==> config.mk <==
export PLATFORM = sky130hd
export DESIGN_NAME = adc_pattern_source_flat
export DESIGN_NICKNAME = d
export VERILOG_FILES = /design/src/rtl/adc_pattern_source_if.sv /design/src/rtl/adc_pattern_source.sv /design/src/flat_wrapper.sv
export SDC_FILE = /design/constraint.sdc
export NUM_CORES = 1
export LEC_CHECK = 0
export CAP_MARGIN = 25
export CORE_ASPECT_RATIO = 1.25
export CORE_MARGIN = 2
export CORE_UTILIZATION = 65
export CTS_CLUSTER_DIAMETER = 100
export DETAILED_ROUTE_END_ITERATION = 8
export DONT_BUFFER_PORTS = 1
export PLACE_DENSITY = 0.81
export SETUP_SLACK_MARGIN = 0.3
export SKIP_CTS_REPAIR_TIMING = 1
export SLEW_MARGIN = 20
export SYNTH_ARGS = -nofsm -noshare
export SYNTH_HDL_FRONTEND = slang
export SYNTH_SLANG_ARGS = --single-unit
==> constraint.sdc <==
create_clock -name clock -period 7.55 [get_ports clock]
set_clock_uncertainty 0.05 [all_clocks]
set_input_delay 0.755 -clock clock [delete_from_list [all_inputs] [get_ports clock]]
set_output_delay 0.755 -clock clock [all_outputs]
set_load 0.005 [all_outputs]
==> src/rtl/adc_pattern_source_if.sv <==
// Parallel ADC-style sample bus plus burst control for the pattern source.
// The source drives the bus (master); the capture side or bench drives start/mode (slave).
interface adc_pattern_source_if;
    logic       start;
    logic [1:0] mode;
    logic [9:0] adcDatabus;
    logic       adcValid;
    logic       busy;
    logic       done;

    modport master (
        input  start,
        input  mode,
        output adcDatabus,
        output adcValid,
        output busy,
        output done
    );

    modport slave (
        output start,
        output mode,
        input  adcDatabus,
        input  adcValid,
        input  busy,
        input  done
    );
endinterface

==> src/rtl/adc_pattern_source.sv <==
// Stand-in for the 10-bit RF ADC: emits fixed-length bursts of midscale, ramp, triangle
// or LFSR samples through a PIPE_DEPTH register pipeline, all updates on the rising edge.
module adc_pattern_source #(
    parameter int          PIPE_DEPTH = 4,
    parameter int          BURST_LEN  = 1024,
    parameter int          RAMP_STEP  = 1,
    parameter logic [15:0] LFSR_SEED  = 16'hACE1
) (
    input logic                  clock,
    input logic                  reset,
    adc_pattern_source_if.master bus
);
    localparam int             CNT_W       = (BURST_LEN > 1) ? $clog2(BURST_LEN) : 1;
    localparam int             DRN_W       = (PIPE_DEPTH > 1) ? $clog2(PIPE_DEPTH) : 1;
    localparam logic [9:0]     MIDSCALE    = 10'd512;
    localparam logic [9:0]     STEP        = 10'(RAMP_STEP);
    localparam logic [CNT_W-1:0] LAST_SAMPLE = CNT_W'(BURST_LEN - 1);
    localparam logic [DRN_W-1:0] LAST_DRAIN  = DRN_W'(PIPE_DEPTH - 1);

    if (LFSR_SEED == 16'h0000) begin : g_bad_seed
        $error("adc_pattern_source: LFSR_SEED must be non-zero");
    end
    if (PIPE_DEPTH < 1 || BURST_LEN < 1) begin : g_bad_size
        $error("adc_pattern_source: PIPE_DEPTH and BURST_LEN must be at least 1");
    end

    typedef enum logic [1:0] {IDLE, RUN, DRAIN} state_t;

    state_t           state_reg, state_next;
    logic [1:0]       mode_reg, mode_next;
    logic [CNT_W-1:0] sample_count_reg, sample_count_next;
    logic [DRN_W-1:0] drain_count_reg, drain_count_next;
    logic [9:0]       ramp_reg, ramp_next;
    logic [9:0]       tri_reg, tri_next;
    logic             tri_up_reg, tri_up_next;
    logic [15:0]      lfsr_reg, lfsr_next;
    logic             done_reg, done_next;
    logic [9:0]       raw;
    logic             lfsr_fb;
    logic [9:0]       stage_in_data;
    logic             stage_in_valid;

    logic [9:0]       pipe_data_reg  [PIPE_DEPTH];
    logic             pipe_valid_reg [PIPE_DEPTH];

    // Taps 16,14,13,11 of x^16+x^14+x^13+x^11+1, shifting towards the MSB.
    assign lfsr_fb = lfsr_reg[15] ^ lfsr_reg[13] ^ lfsr_reg[12] ^ lfsr_reg[10];

    always_comb begin
        case (mode_reg)
            2'd0:    raw = MIDSCALE;
            2'd1:    raw = ramp_reg;
            2'd2:    raw = tri_reg;
            default: raw = lfsr_reg[15:6];
        endcase
    end

    always_ff @(posedge clock or posedge reset) begin
        if (reset) begin
            state_reg        <= IDLE;
            mode_reg         <= 2'd0;
            sample_count_reg <= '0;
            drain_count_reg  <= '0;
            ramp_reg         <= 10'd0;
            tri_reg          <= 10'd0;
            tri_up_reg       <= 1'b1;
            lfsr_reg         <= LFSR_SEED;
            done_reg         <= 1'b0;
        end else begin
            state_reg        <= state_next;
            mode_reg         <= mode_next;
            sample_count_reg <= sample_count_next;
            drain_count_reg  <= drain_count_next;
            ramp_reg         <= ramp_next;
            tri_reg          <= tri_next;
            tri_up_reg       <= tri_up_next;
            lfsr_reg         <= lfsr_next;
            done_reg         <= done_next;
        end
    end

    always_comb begin
        state_next        = state_reg;
        mode_next         = mode_reg;
        sample_count_next = sample_count_reg;
        drain_count_next  = drain_count_reg;
        ramp_next         = ramp_reg;
        tri_next          = tri_reg;
        tri_up_next       = tri_up_reg;
        lfsr_next         = lfsr_reg;
        done_next         = 1'b0;
        stage_in_data     = MIDSCALE;
        stage_in_valid    = 1'b0;

        case (state_reg)
            IDLE: begin
                if (bus.start) begin
                    mode_next         = bus.mode;
                    ramp_next         = 10'd0;
                    tri_next          = 10'd0;
                    tri_up_next       = 1'b1;
                    lfsr_next         = LFSR_SEED;
                    sample_count_next = '0;
                    state_next        = RUN;
                end
            end
            RUN: begin
                stage_in_data  = raw;
                stage_in_valid = 1'b1;
                ramp_next      = ramp_reg + STEP;
                lfsr_next      = {lfsr_reg[14:0], lfsr_fb};
                // Endpoints are emitted once: turn around onto the neighbour value.
                if (tri_up_reg) begin
                    if (tri_reg == 10'd1023) begin
                        tri_next    = 10'd1022;
                        tri_up_next = 1'b0;
                    end else begin
                        tri_next = tri_reg + 10'd1;
                    end
                end else begin
                    if (tri_reg == 10'd0) begin
                        tri_next    = 10'd1;
                        tri_up_next = 1'b1;
                    end else begin
                        tri_next = tri_reg - 10'd1;
                    end
                end
                if (sample_count_reg == LAST_SAMPLE) begin
                    drain_count_next = '0;
                    state_next       = DRAIN;
                end else begin
                    sample_count_next = sample_count_reg + 1'b1;
                end
            end
            DRAIN: begin
                if (drain_count_reg == LAST_DRAIN) begin
                    done_next  = 1'b1;
                    state_next = IDLE;
                end else begin
                    drain_count_next = drain_count_reg + 1'b1;
                end
            end
            default: state_next = IDLE;
        endcase
    end

    always_ff @(posedge clock or posedge reset) begin
        if (reset) begin
            pipe_data_reg[0]  <= MIDSCALE;
            pipe_valid_reg[0] <= 1'b0;
        end else begin
            pipe_data_reg[0]  <= stage_in_data;
            pipe_valid_reg[0] <= stage_in_valid;
        end
    end

    genvar gi;
    generate
        for (gi = 1; gi < PIPE_DEPTH; gi++) begin : g_pipe
            always_ff @(posedge clock or posedge reset) begin
                if (reset) begin
                    pipe_data_reg[gi]  <= MIDSCALE;
                    pipe_valid_reg[gi] <= 1'b0;
                end else begin
                    pipe_data_reg[gi]  <= pipe_data_reg[gi-1];
                    pipe_valid_reg[gi] <= pipe_valid_reg[gi-1];
                end
            end
        end
    endgenerate

    assign bus.adcDatabus = pipe_data_reg[PIPE_DEPTH-1];
    assign bus.adcValid   = pipe_valid_reg[PIPE_DEPTH-1];
    assign bus.busy       = (state_reg != IDLE);
    assign bus.done       = done_reg;
endmodule

==> src/flat_wrapper.sv <==
// flat-port wrapper written by rule: the top's interface ports become plain ports
module adc_pattern_source_flat 
#(
    parameter int          PIPE_DEPTH = 4,
    parameter int          BURST_LEN  = 1024,
    parameter int          RAMP_STEP  = 1,
    parameter logic [15:0] LFSR_SEED  = 16'hACE1
)
  (clock, reset, bus_start, bus_mode, bus_adcDatabus, bus_adcValid, bus_busy, bus_done);
  adc_pattern_source_if bus_i ();
  input logic clock;
  input logic reset;
  input wire logic [$bits(bus_i.start)-1:0] bus_start;
  input wire logic [$bits(bus_i.mode)-1:0] bus_mode;
  output wire logic [$bits(bus_i.adcDatabus)-1:0] bus_adcDatabus;
  output wire logic [$bits(bus_i.adcValid)-1:0] bus_adcValid;
  output wire logic [$bits(bus_i.busy)-1:0] bus_busy;
  output wire logic [$bits(bus_i.done)-1:0] bus_done;
  assign bus_i.start = bus_start;
  assign bus_i.mode = bus_mode;
  assign bus_adcDatabus = bus_i.adcDatabus;
  assign bus_adcValid = bus_i.adcValid;
  assign bus_busy = bus_i.busy;
  assign bus_done = bus_i.done;
  adc_pattern_source #(.PIPE_DEPTH(PIPE_DEPTH), .BURST_LEN(BURST_LEN), .RAMP_STEP(RAMP_STEP), .LFSR_SEED(LFSR_SEED)) u_core (.clock(clock), .reset(reset), .bus(bus_i));
endmodule
==> run metrics, run 1 <==
Clock Path Buffers 2; Hold WS 0.209 ns; via count between 2,000 and 3,000; fin crit share between 20% and 30%; EDFF count, synth 0; Cell Area, Synth roughly 4300 sq um; Reg-to-Reg Start u_core.tri_reg[7]; gr usage total roughly a quarter; max-cap viol count 0; asr flop ratio synth 100%; ratio of cells with drive above 1 in the final layout approximately 14%; CTS tree built; Yosys top cell area share 49.2%; Worst Tran Pin Value 0.757 ns; First-pass DRT Iterations 5; Synth area leader dfrtp_1; residual DRC count 0; final setup violation count 0; Buffers on Ports 0; Distinct cells, synth 65; #FFs+latches synth 98; min Tclk post-route ~2 ns; # nets final 373; Iter 0 DRT Violations around 500; Post-Synthesis Net Count just under 400; Area Growth Syn to Fin 3.67%; leak pwr 1.87 nW; setup TNS 0 ns; CP Class flop to flop; Data arrival, critical path 2.22 ns; die area ~7300 sq um; DR vias/cell 6.51; largest net degree at the start of global routing 67; grt total ovfl 0; io pins 18; global-route wire length before repair 13.6 mm; Die Y-Extent 95.2 um; Post-DRT Antenna Nets 0; max reg flops 30; CTS Buf Count 9; CTS Sinks 98; Routed Wire Length ~8.2 mm; core area 6480 sq um; fmax between 400 and 500 MHz; DP Wirelength 5.46 mm; cell count after synthesis roughly 380; H-tree depth 3; initial antenna violation count 0; Crit Path Max Fanout 13; crit path launch type flop; clock transition at the registers of the reported paths ~0.10 ns; Fin. Hold Viols 0; Hold/Removal Path Class input pin to async pin; Synth Area per Inst 11.3 sq um; Seq/Total Area, Yosys 57.1%; vias in the first global route around 2,700; # rows 33; Root Buffer Master clkbuf_8; Crit. Startpoint u_core.tri_reg[7]; fill cell count between 400 and 500; status completed; synth warn 0; ys flop type dfrtp_1; RSZ-0062 raised after global routing no; Power per Cell Area 215 nW/um^2; latest clock arrival within the worst-skew pair between 0.3 and 0.4 ns; top area cells in the synthesized netlist dfrtp_1 (49%), dfstp_2 (7.9%), nand2_1 (2.9%); Die Width between 70 and 80 um; Setup crit end kind flop; Rel. slew slack approximately 50%; ANT cells 0; GPL Wtd Cong 0.903; Max Slew Vio Count 0; Starting Density between 60% and 70%; WP data required 7.73 ns; Peak VDD IR roughly 180 uV; WL per Instance around 18 um
path summary, 6_finish.rpt:
path	to	slack, ns	depth (start not counted)
max	u_core.tri_reg[1]	5.51	4
min	u_core.lfsr_reg[4]	0.21	1
max reg2reg	u_core.tri_reg[1]	5.51	4
min reg2reg	u_core.bus.adcDatabus[3]	0.30	0
max in group asynchronous	u_core.pipe_data_reg[33]	6.13	2
min in group clock	u_core.bus.adcDatabus[3]	0.30	0
Yosys cell counts, types with 2 or more instances:
cell / n
or3_1: 2
o211a_1: 2
nand2b_1: 2
o31a_1: 3
a31oi_1: 4
ha_1: 5
o22ai_1: 3
xnor2_1: 2
mux2i_1: 3
nor2b_1: 4
o31ai_4: 2
nor4_1: 6
and3_1: 2
clkbuf_1: 13
nand4b_1: 2
inv_1: 12
o21ai_0: 20
o41ai_1: 3
a41o_1: 2
nor2_1: 20
xor2_1: 3
nor3_1: 11
a211oi_1: 2
a22o_1: 10
dfstp_2: 13
o211ai_1: 7
buf_4: 10
o2111ai_1: 2
mux2_2: 6
nand4_1: 7
o221ai_1: 3
o22a_1: 7
a21oi_1: 9
nand2_1: 33
nand3_2: 2
dfrtp_1: 85
o311ai_0: 2
nand3_1: 11
a22oi_1: 9
o31ai_1: 6
buf_2: 8
or4_1: 2
cells by family (layout without fill, tap and decap cells):
logic type	count (synthesis)	after routing	synth area share, %
compound gates	105	105	18.8
xor+xnor	5	5	1.01
fa+ha+maj	5	5	1.45
buf+inv	47	32	5.50
flops	98	98	57.1
mux	9	9	2.26
simple gates	114	114	13.9
cell usage in the layout (no fill, tap or decap), types with 10 or more instances in the layout:
cell type  count
a22o_1        10
dfrtp_1       85
dfstp_2       13
inv_1         11
nand2_1       33
nand3_1       11
nor2_1        20
nor3_1        11
o21ai_0       20
power by group:
part / internal, mW / switching (mW) / leakage [nW]
Combinational: 0.0236 / 0.0186 / 0.591
Sequential: 0.558 / 0.0191 / 1.18
Clock: 0.159 / 0.187 / 0.103
Total: 0.740 / 0.225 / 1.87
cell type report:
class	count	area (sq um)	share of cell area [%]
sequential	98	2470	55.1
multi-input combinational	238	1620	36.1
clock buffer	9	124	2.76
tap	87	109	2.43
clock inverter	7	85.1	1.90
inverter	13	56.3	1.26
timing repair buffer	3	22.5	0.502
critical path, cell delays in order, from the launching register on:
cell and delay, ns:
dfrtp_1 0.55, nor3_1 0.60, a41oi_2 0.40, o211ai_1 0.19
o21ai_0 0.11
layer usage:
layer	GRT usage, %	vias up	part of all wire (%)	wire length, um
li1	-	1356	-	-
met1	30.8	1459	42	3440
met2	40.9	120	51	4220
met3	4.55	26	4.9	399
met4	9.85	0	2.0	165
met5	0	-	0	0
through the flow:
step	setup slack, ns	instance area, sq um	power [mW]	instances	util, %
final	5.51	4480	0.965	455	69.2
after global placement	5.66	4270	0.628	439	65.9
after detailed placement	5.59	4270	0.629	439	65.9
after floorplan	4.20	4320	0.617	383	-
after CTS	5.58	4480	0.972	455	69.2
after global routing	5.37	4480	1.00	455	69.2
Power figures use the tool's default switching activity.
==> run 2: changes to the inputs <==
CORE_UTILIZATION = 63   (was 65)
PLACE_DENSITY = 0.79   (was 0.81)
clock period = 1.94 ns   (was 7.55 ns; I/O delays follow)
==> run metrics, run 2 (synthesis results as in run 1) <==
final setup violation count 0 (unchanged); commonest non-fill, non-tap cell in the layout dfrtp_1; residual DRC count 0 (unchanged); Hold EP u_core.state_reg[0]; FF+latch area 2470 sq um (+0.25%); Sw Pwr 0.943 mW (+320%); setup TNS 0 ns (unchanged); ANT cells 0 (unchanged); latest clock arrival within the worst-skew pair 0.38 ns (+0.02 ns); Routed Wire Length 9.71 mm (+18%); Root Buffer Master clkbuf_8; DR vias/cell 6.43 (-1.2%); most frequent cells in the layout dfrtp_1 (80), buf_4 (37), nand2_1 (32); WP data required 2.21 ns (-5.52 ns); grt total ovfl 0 (unchanged); CTS Buf Count 9 (unchanged); via count 3,209 (+8.4%); max-cap viol count 0 (unchanged); Iter 0 DRT Violations 507 (+1.6%); die area 7550 sq um (+3.0%); clock share of power 35.1% (-0.8 points); # nets final 417 (+12%); Reg power frac 60.2% (+0.4 points); reg-to-reg slack, setup 0.03 ns (-5.48 ns); gr usage total 26.1% (+2.0 points); GPL Wtd Cong 0.916 (+1.4%); DP Wirelength 6.22 mm (+14%); initial antenna violation count 0 (unchanged); Starting Density 65.5% (-1.3 points); H-tree depth 3 (unchanged); Die Y-Extent 96.6 um (+1.5%); Data arrival, critical path 2.18 ns (-0.04 ns); Area Growth Syn to Fin 16.0%; ratio of cells with drive above 1 in the final layout 27.4% (+13 points); placed cell areas 4490 sq um (+4.9%); Crit Path Max Fanout 7 (-6); leak pwr 2.10 nW (+12%); Post-DRT Antenna Nets 0 (unchanged); Fin. Hold Viols 0 (unchanged); Clock Path Buffers 2 (unchanged); Peak VDD IR 571 uV (+220%); fmax 524 MHz (+6.7%); Worst Tran Pin Value 0.512 ns (-0.244 ns); fin crit share 98.5% (+71 points); Max Slew Vio Count 0 (unchanged); # rows 33 (unchanged); Sw Share 25.3% (+2.0 points); Setup crit end kind flop; CTS tree built; core area 6610 sq um (+1.9%); status completed; Power per Cell Area 743 nW/um^2 (+240%); RSZ-0062 raised after global routing yes; global-route wire length before repair 15.1 mm (+11%); CTS Sinks 98 (unchanged); WL per Instance 19.5 um (+7.7%); Worst R2R End u_core.tri_reg[8]; cell-internal power 2.78 mW (+280%); Rel. slew slack 65.8% (+16 points); Buffers on Ports 0 (unchanged); Multi-input gate area 1780 sq um (+10%); final core occ 75.9% (+6.8 points); CP Class flop to flop; Hold Path Origin bus_start; fill cell count 393 (-15%); max reg flops 30 (unchanged); reg2reg path depth 7 (+3); Hold/Removal Path Class input pin to flop; min Tclk post-route 1.91 ns (-0.127 ns); Reg-to-Reg Start u_core.tri_reg[0]; crit path launch type flop; Die Width 78.1 um (+1.5%); cell area after layout 5010 sq um (+12%); First-pass DRT Iterations 5 (unchanged); largest net degree at the start of global routing 99 (+48%); hold path depth 2; clock transition at the registers of the reported paths 0.10 ns (about the same); Gate power share 4.7% (+0.3 points); io pins 18 (unchanged); vias in the first global route 3,092 (+14%)
## run 2: cell types whose count changed in the layout (fill, tap and decap cells not counted), sizes merged
cell         change
a41oi            +1
buf             +40
bufinv           -1
clkinv           +3
dlygate4sd3      +3
inv              -2
## run 2: final cells by class
type,count,share of cell area (%)
tap,87,2.17
sequential,98,49.4
clock buffer,9,2.47
inverter,13,1.25
timing repair buffer,46,7.66
clock inverter,7,1.62
multi-input combinational,239,35.5
## run 2: worst max-delay path by stage
stage / start / to / slack [ns] / depth (start not counted)
finish: u_core.tri_reg[0] / u_core.tri_reg[8] / 0.03 / 7
global route: u_core.tri_reg[0] / u_core.tri_reg[8] / 0.01 / 7
CTS: u_core.tri_reg[0] / u_core.tri_reg[0] / 0.1 / 5
detailed placement: u_core.tri_reg[0] / u_core.tri_reg[0] / 0.12 / 5
global placement: u_core.tri_reg[3] / u_core.tri_reg[7] / 0.17 / 4
floorplan: u_core.tri_reg[0] / u_core.tri_reg[8] / 0.30 / 6
## run 2: power by group through the flow
stage	Combinational, mW	Clock (mW)	Sequential (mW)
2_1_floorplan	0.143	0	2.26
3_3_place_gp	0.166	0	2.28
3_5_place_dp	0.174	0	2.28
4_1_cts	0.175	1.33	2.24
5_1_grt	0.198	1.42	2.26
6_report	0.175	1.31	2.24
## run 2: metrics by stage
stage,total power [mW],hold WS [ns],instances,worst slack (ns)
finish,3.72,0.0696,499,0.0298
global route,3.87,0.110,499,0.0145
CTS,3.74,-0.195,478,0.0970
detailed placement,2.45,0.219,462,0.115
global placement,2.44,0.198,462,0.173
floorplan,2.40,0.249,383,0.302
## run 2: worst max-delay path: stages (launching register included)
cell and delay, ns:
dfrtp_2 0.47, inv_4 0.10, ha_4 0.16, nor3b_4 0.30, buf_6 0.16, nand4_1 0.17, o2111ai_1 0.27, o211a_1 0.17
## run 2: metal layers
metal / track usage [%] / part of all wire [%] / up-vias / wire length [um]
met5: 0 / 0 / - / 0
met4: 14.3 / 4.7 / 0 / 454
met3: 4.76 / 5.2 / 43 / 504
met2: 43.6 / 53 / 135 / 5100
met1: 31.8 / 38 / 1572 / 3650
li1: - / - / 1459 / -
